File: config.mk
export PLATFORM = sky130hd
export DESIGN_NAME = delay_var_ring
export DESIGN_NICKNAME = d
export VERILOG_FILES = /design/src/rtl/delay_var_ring.sv
export SDC_FILE = /design/constraint.sdc
export NUM_CORES = 1
export LEC_CHECK = 0
export BUFFER_PORTS_ARGS = -buffer_cell sky130_fd_sc_hd__buf_2
export CORE_MARGIN = 2
export CORE_UTILIZATION = 25
export DETAILED_ROUTE_END_ITERATION = 10
export PLACE_DENSITY_LB_ADDON = 0.3
export SYNTH_ARGS = -nofsm -noshare
export SYNTH_HDL_FRONTEND = slang
export SYNTH_SLANG_ARGS = --single-unit
File: constraint.sdc
create_clock -name clk -period 4 [get_ports clk]
set_clock_uncertainty 0.05 [all_clocks]
set_input_delay 0.6 -clock clk [delete_from_list [all_inputs] [get_ports clk]]
set_output_delay 0.6 -clock clk [all_outputs]
set_load 0.05 [all_outputs]
File: src/rtl/delay_var_ring.sv
// delay_var_ring: run-time programmable delay line (1..DEPTH advance cycles)
// built on a circular buffer. A write pointer walks the storage ring. The read
// tap sits D_act slots behind it, so the sample read out is the one written
// D_act advances earlier. A fill counter gates the output while the ring still
// holds fewer than D_act samples since the last restart.
module delay_var_ring #(
   parameter int WIDTH = 32,
   parameter int DEPTH = 32,
   parameter int SELW  = 6
) (
   input  logic             clk,
   input  logic             GlobalReset,
   input  logic             en,
   input  logic [WIDTH-1:0] in,
   input  logic             in_valid,
   input  logic [SELW-1:0]  delay_sel,
   output logic [WIDTH-1:0] out,
   output logic             out_valid,
   output logic             filling,
   output logic             cfg_err
);

   localparam int PW = (DEPTH > 1) ? $clog2(DEPTH) : 1;
   localparam logic [SELW-1:0] DEPTH_SEL = SELW'(DEPTH);

   // Data ring: plain array so it can map onto block RAM. The valid tags live
   // in flops because a delay change has to clear all of them at once.
   logic [WIDTH-1:0] mem [0:DEPTH-1];
   logic [DEPTH-1:0] valid_reg;

   logic [PW-1:0]    wr_ptr_reg;
   logic [PW-1:0]    wr_ptr_next;
   logic [PW-1:0]    rd_tap;
   logic [SELW-1:0]  d_act_reg;
   logic [SELW-1:0]  d_act_next;
   logic [SELW-1:0]  fill_cnt_reg;
   logic [SELW-1:0]  fill_cnt_next;
   logic [WIDTH-1:0] out_reg;
   logic             out_valid_reg;
   logic             filling_reg;
   logic             cfg_err_reg;

   logic             sel_legal;
   logic             sel_change;
   logic             sel_bad;
   logic             line_full;

   // Decode the requested delay and work out next pointer, delay and fill count.
   always_comb begin
      sel_legal  = (delay_sel != '0) && (delay_sel <= DEPTH_SEL);
      sel_change = en && sel_legal && (delay_sel != d_act_reg);
      sel_bad    = en && !sel_legal;
      d_act_next = sel_change ? delay_sel : d_act_reg;

      // On a restart, the sample arriving in the same cycle is the first one
      // counted at the new delay. Otherwise the count saturates at D_act.
      if (sel_change) begin
         fill_cnt_next = SELW'(1);
      end else if (fill_cnt_reg < d_act_reg) begin
         fill_cnt_next = fill_cnt_reg + SELW'(1);
      end else begin
         fill_cnt_next = fill_cnt_reg;
      end

      // DEPTH is a power of two, so the low PW bits give the modulo. When
      // D_act equals DEPTH, the tap equals the write pointer. The data is then
      // read before that slot is overwritten in the same edge.
      rd_tap      = wr_ptr_reg - d_act_reg[PW-1:0];
      wr_ptr_next = wr_ptr_reg + PW'(1);

      // The output is only meaningful once D_act samples are stored. A restart
      // drops everything that is in flight.
      line_full = !sel_change && (fill_cnt_reg >= d_act_reg);
   end

   // Control state: pointer, active delay, fill progress and status flags.
   always_ff @(posedge clk) begin
      if (GlobalReset) begin
         wr_ptr_reg    <= '0;
         fill_cnt_reg  <= '0;
         d_act_reg     <= SELW'(1);
         out_valid_reg <= 1'b0;
         filling_reg   <= 1'b1;
         cfg_err_reg   <= 1'b0;
      end else if (en) begin
         wr_ptr_reg    <= wr_ptr_next;
         fill_cnt_reg  <= fill_cnt_next;
         d_act_reg     <= d_act_next;
         out_valid_reg <= line_full && valid_reg[rd_tap];
         filling_reg   <= (fill_cnt_next < d_act_next);
         if (sel_bad) begin
            cfg_err_reg <= 1'b1;
         end
      end
   end

   // Ring write: storage is not cleared. Stale data is masked by the fill gate.
   always_ff @(posedge clk) begin
      if (en) begin
         mem[wr_ptr_reg] <= in;
      end
   end

   // Registered read of the tap, forced to zero while the line is filling.
   always_ff @(posedge clk) begin
      if (GlobalReset) begin
         out_reg <= '0;
      end else if (en) begin
         out_reg <= line_full ? mem[rd_tap] : '0;
      end
   end

   // One flop per slot for the valid tag. The slot being written takes the new
   // tag. On a restart, every other slot is cleared.
   generate
      for (genvar gi = 0; gi < DEPTH; gi++) begin : g_valid
         always_ff @(posedge clk) begin
            if (GlobalReset) begin
               valid_reg[gi] <= 1'b0;
            end else if (en) begin
               if (wr_ptr_reg == PW'(gi)) begin
                  valid_reg[gi] <= in_valid;
               end else if (sel_change) begin
                  valid_reg[gi] <= 1'b0;
               end
            end
         end
      end
   endgenerate

   assign out       = out_reg;
   assign out_valid = out_valid_reg;
   assign filling   = filling_reg;
   assign cfg_err   = cfg_err_reg;

endmodule

# [After elaboration in Yosys (flattened, before gate mapping)]
# Memory sizes are Yosys's and may differ from the RTL's.
# Index checks and enable logic that the tools add are counted.
[totals] ff_bits=84 mem_bits_rw=1024 inputBits=42 output_inout_bits=35 word_cells=196 memories=1
[op_classes] add_sub_neg=3 magnitude_cmp=5 eq_ne=32 mux=41 n_reduce_logical=75
[mem_list] memory="mem" words=32 width=32 rd=1 rd_clocked_by_memory_dff=0 write_ports=1 line_no="28" source="logic [WIDTH-1:0] mem [0:DEPTH-1];"
[ops] operator="== test 5 bit, second input constant" count=16
[ops] operator="AND reduction 2 bit" count=33
[ops] operator="nonzero test 2 bit" count=32
[ops] operator="== test 5 x 4 -> 1 bit, second input constant" count=8
[ops] operator="2-to-1 mux 1 bit" count=36
[ops] operator="2-to-1 mux 32 bit" count=1
[ops] operator="== test 5 x 3 -> 1 bit, second input constant" count=4
[ops] operator="2-to-1 mux 6 bit" count=3
[ops] operator="< comparator 6 bit" count=2
[ops] operator="== test 5 x 2 -> 1 bit, second input constant" count=2
[ops] operator="adder 6 x 1 -> 6 bit, second input constant" count=1
[ops] operator=">= comparator 6 bit" count=1
[ops] operator="less-or-equal comparator 6 bit, second input constant" count=1
[ops] operator="logical AND 1 bit" count=6
[ops] operator="< comparator 5 x 6 -> 1 bit, second input constant" count=1
[ops] operator="!= test 6 bit" count=1
[ops] operator="nonzero test 6 bit" count=1
[ops] operator="adder 5 x 1 -> 5 bit, second input constant" count=1
[ops] operator="binary-select mux 1 bit (select 5 bit)" count=1
[ops] operator="== test 5 x 1 -> 1 bit, second input constant" count=1
[ops] operator="logical NOT 5 bit" count=1
[ops] operator="subtractor 5 bit" count=1
[ops] operator="logical NOT 1 bit" count=2

# [Longest topological paths before layout]
[logic_depth] ltp_word=7 depth_mapped=14 mapped_depth_nobuf=14

# [Least setup slack after synthesis]
# No wires, ideal clock.
[synth_timing] path_kind="input to register" start="input port delay_sel[1]" end="register filling_reg, in the netlist filling" setup_time_ns=0.074 arrival_ns=3.053 required_ns=3.876 path_slack_ns=0.822 path_stages=12 path_buffers=1 path_cell_list="or4_4 > o21a_4 > nor2_1 > and3_1 > buf_2 > mux2i_1 > ha_1 > a21o_1 > a21o_1 > a21oi_1 > nand3b_1 > o21ai_0"
[synth_via] elab_chain_len=6 word_cells_on_any_way=9 classes_between="2 x order compare; 1 x eq/ne; 2 x mux; 4 x reduce/logical"
[synth_lines] item="from (decl)" line_no="16" source="input logic [SELW-1:0] delay_sel,"
[synth_lines] item="less-or-equal comparator 6 bit / nonzero test 6 bit (equally long branches)" line_no="50" source="sel_legal = (delay_sel != '0) && (delay_sel <= DEPTH_SEL);"
[synth_lines] item="logical AND 1 bit" line_no="50"
[synth_lines] item="logical AND 1 bit (2 in a row)" line_no="51" source="sel_change = en && sel_legal && (delay_sel != d_act_reg);"
[synth_lines] item="2-to-1 mux 6 bit (on tied branches)" line_no="57, 53"
[synth_lines] item="< comparator 6 bit (*)" line_no="90" source="filling_reg <= (fill_cnt_next < d_act_next);"
[synth_lines] item="to (signal assigned)" line_no="90"
[synth_lines] item="to (decl)" line_no="40" source="logic filling_reg;"
# Mark *: on every way between the ends. The rest lies on a longest branch, timed or not.
# A chain may end at the register's enable or synchronous reset.

# [Worst setup path in the final report]
[layout_timing] start="register d_act_reg[0]" end="register out_reg[22], in the netlist out[22]"
[layout_via] elab_chain_len=5 word_cells_on_any_way=8 classes_between="1 x add/sub; 1 x order compare; 1 x eq/ne; 1 x mux; 3 x reduce/logical; 1 x memory"
[layout_lines] item="from (decl)" line_no="34" source="logic [SELW-1:0] d_act_reg;"
[layout_lines] item="from (signal assigned)" line_no="88" source="d_act_reg <= d_act_next;"
[layout_lines] item="branches (longest 4 deep; another with memory (32 x 32 bit))"
[layout_lines] item="2-to-1 mux 32 bit (*)" line_no="109" source="out_reg <= line_full ? mem[rd_tap] : '0;"
[layout_lines] item="to (signal assigned)" line_no="109"
[layout_lines] item="to (decl)" line_no="38" source="logic [WIDTH-1:0] out_reg;"
# Mark *: on every way between the ends.

==> metrics <==
status=completed; critical path endpoint category=register; Setup WS pre-CTS=0.343 ns; most frequent cells in the layout=edfxtp_1 (1024), mux4_2 (264), mux2i_1 (138); Worst Hold Class=in -> reg; DRT Pass-1 Iters=6; synth warn=0; sequential area share after synthesis=around three quarters; endpoints failing hold=0; period utilisation layout=a little under nine tenths; maximum vdd drop=between 0.0003 and 0.0004 V; FF+latch count, synth=~1100; Largest register FFs=between 1000 and 1500; relative slew slack=between 50% and 60%; Arr. time, crit path=slightly below 4 ns; Worst Tran Pin Value=roughly 0.70 ns; Mapped Area=approximately 43000 sq um; Synth cell types=45; cts bufs inserted=112; largest net degree at the start of global routing=78; routed wire length=111 mm; Cells after Synth=roughly 2000; fraction of registers with async set/reset=0%; RSZ-0062 raised after global routing=no; cell taking the most area after synthesis=edfxtp_1; die area=around 180000 sq um; fillers=roughly 17000; CTS tree=yes; clock root cell=clkbuf_16; Core Region=172000 sq um; Hold Crit Start=delay_sel[0]; Mean Syn Cell Area=around 21 sq um; Worst-Skew Late Latency=between 0.7 and 0.8 ns; Top Ports=77; DRC Markers=0; DR vias/cell=4.49; register area=~32000 sq um; reg2reg start=d_act_reg[0]; initial DRC count=1799; GPL Wtd Cong=about 0.75; fin crit period=3.40 ns; Die H=~420 microns; Worst R2R End=out[22]; # resized after CTS=0; final setup fails=0; fin nets=approximately 2300; area of the multi-input gates=roughly 11000 sq um; Yosys top cell area share=roughly 71%; commonest non-fill, non-tap cell in the layout=edfxtp_1; Hold Buf Count CTS=0; grt ovf=0; number of flops mapped to enable cells by yosys=between 1000 and 1500; Worst EP required=between 4 and 5 ns; global-route wire length before repair=around 160 mm; top fanout value on the critical path=38; post-route setup slack=0.597 ns; Rows=152; vias in the first global route=approximately 22000; hold depth=3; proportion of layout cells with a drive suffix above 1=between 30% and 40%; Worst R2R Path Depth=9; width of the die=421 microns; ant diodes=0; # Post-CTS Setup Buffers=0; Layout area overhead=18.0%; DR top layer=met5; final slew viol count=0; Reg2Reg Setup Slack=roughly 0.60 ns; DR WL met3=4.89 mm; Detail Route Antenna Nets=0; nature of the critical path startpoint=register; H-tree levels=3; setup TNS=0 ns; Syn Nets=about 2100; Initial Util=roughly a quarter; Max Clock Freq=roughly 290 MHz; M1 WL=slightly below 50 mm; Area contributors post-synth=edfxtp_1 (71%), mux4_2 (14%), dfxtp_1 (3.9%); met2 WL=around 56 mm; via count=around 21000; clk sinks=approximately 1100; Main synth FF type=edfxtp_1; PD cells=approximately 530 nW/um^2; Worst Hold Path EP=d_act_reg[0]; Max-Cap Viols=0; antenna violations before repair=10; Max Buffers Root-to-Sink=3; GRT Total Usage=between 10% and 20%; HPWL after DPL=around 63 mm; Setup CP Type=reg -> reg; WL per Instance=around 24 microns; Lkg Pwr=about 16 nW; IO Port Bufs=76; Reg clk slew, reported paths=~0.06 ns
## power breakdown
part | switching [W] | leakage (nW) | internal [W] | total, W
Sequential | 0.0000558 | 9.91 | 0.0128 | 0.0128
Combinational | 0.00208 | 4.61 | 0.00177 | 0.00385
Clock | 0.00445 | 1.83 | 0.00614 | 0.0106
Total | 0.00658 | 16.3 | 0.0207 | 0.0273
## critical path, stage by stage, from the launching register on
cell and delay [ns]:
dfxtp_1 0.51, ha_4 0.18, inv_1 0.05, fa_4 1.02
buf_12 0.32, buf_4 0.22, mux4_2 0.30, mux2i_1 0.21
mux2_2 0.24, o221ai_2 0.10
## logic make-up (layout without fill, tap and decap cells)
group                    after synthesis  in the layout  synth area share (%)
multiplexers                         468            468                  18.6
AND/OR/NAND/NOR                      199            199                  2.38
AO/OA/AOI/OAI                        100            100                  2.02
flip-flops                          1108           1108                  74.7
XOR/XNOR                              18             18                 0.363
buffers and inverters                121            395                  1.33
adder cells (fa/ha/maj)               23             23                 0.680
## how the worst max path moves through the flow
stage,from,to,slack [ns],cells after the start
detailed placement,delay_sel[1],filling,0.34,12
global placement,delay_sel[1],filling,0.25,12
finish,d_act_reg[0],out[22],0.60,9
global route,d_act_reg[2],filling,0.38,13
floorplan,delay_sel[1],filling,0.82,12
CTS,d_act_reg[0],out[22],0.56,9
## cell type report
cell class	instances	area share [%]
Sequential cell	1108	63.3
Multi-Input combinational cell	808	20.6
Clock buffer	155	6.12
Tap cell	2310	5.64
Timing Repair Buffer	167	3.12
Clock inverter	58	1.17
Inverter	15	0.110
## routing by layer
metal	vias to the layer above	track usage [%]
li1	8809	-
met1	11270	16.7
met5	-	0
met2	512	21.5
met4	16	3.20
met3	147	2.03
## cell usage after synthesis (all sizes together), types with 4 or more instances
cell type / instances
nor3: 5
mux2i: 138
and2: 30
a21oi: 43
ha: 22
nand3b: 34
nand2b: 4
mux4: 264
edfxtp: 1024
buf: 52
inv: 15
mux2: 66
nand2: 78
dfxtp: 84
nand3: 6
nor2: 32
clkbuf: 54
o221ai: 33
xnor2: 6
o21ai: 8
a21o: 4
xor2: 12
## stage by stage
step	hold slack (ns)	instances	instance area (sq um)	utilization, %	power, W
after floorplan	0.398	2037	43400	-	0.0158
after global placement	0.402	4408	47500	27.6	0.0170
after detailed placement	0.395	4408	47500	27.6	0.0170
after CTS	0.0773	4621	51300	29.8	0.0276
after global routing	0.148	4621	51300	29.8	0.0282
final	0.152	4621	51300	29.8	0.0273
No activity file was read; power rests on OpenSTA's default activity.
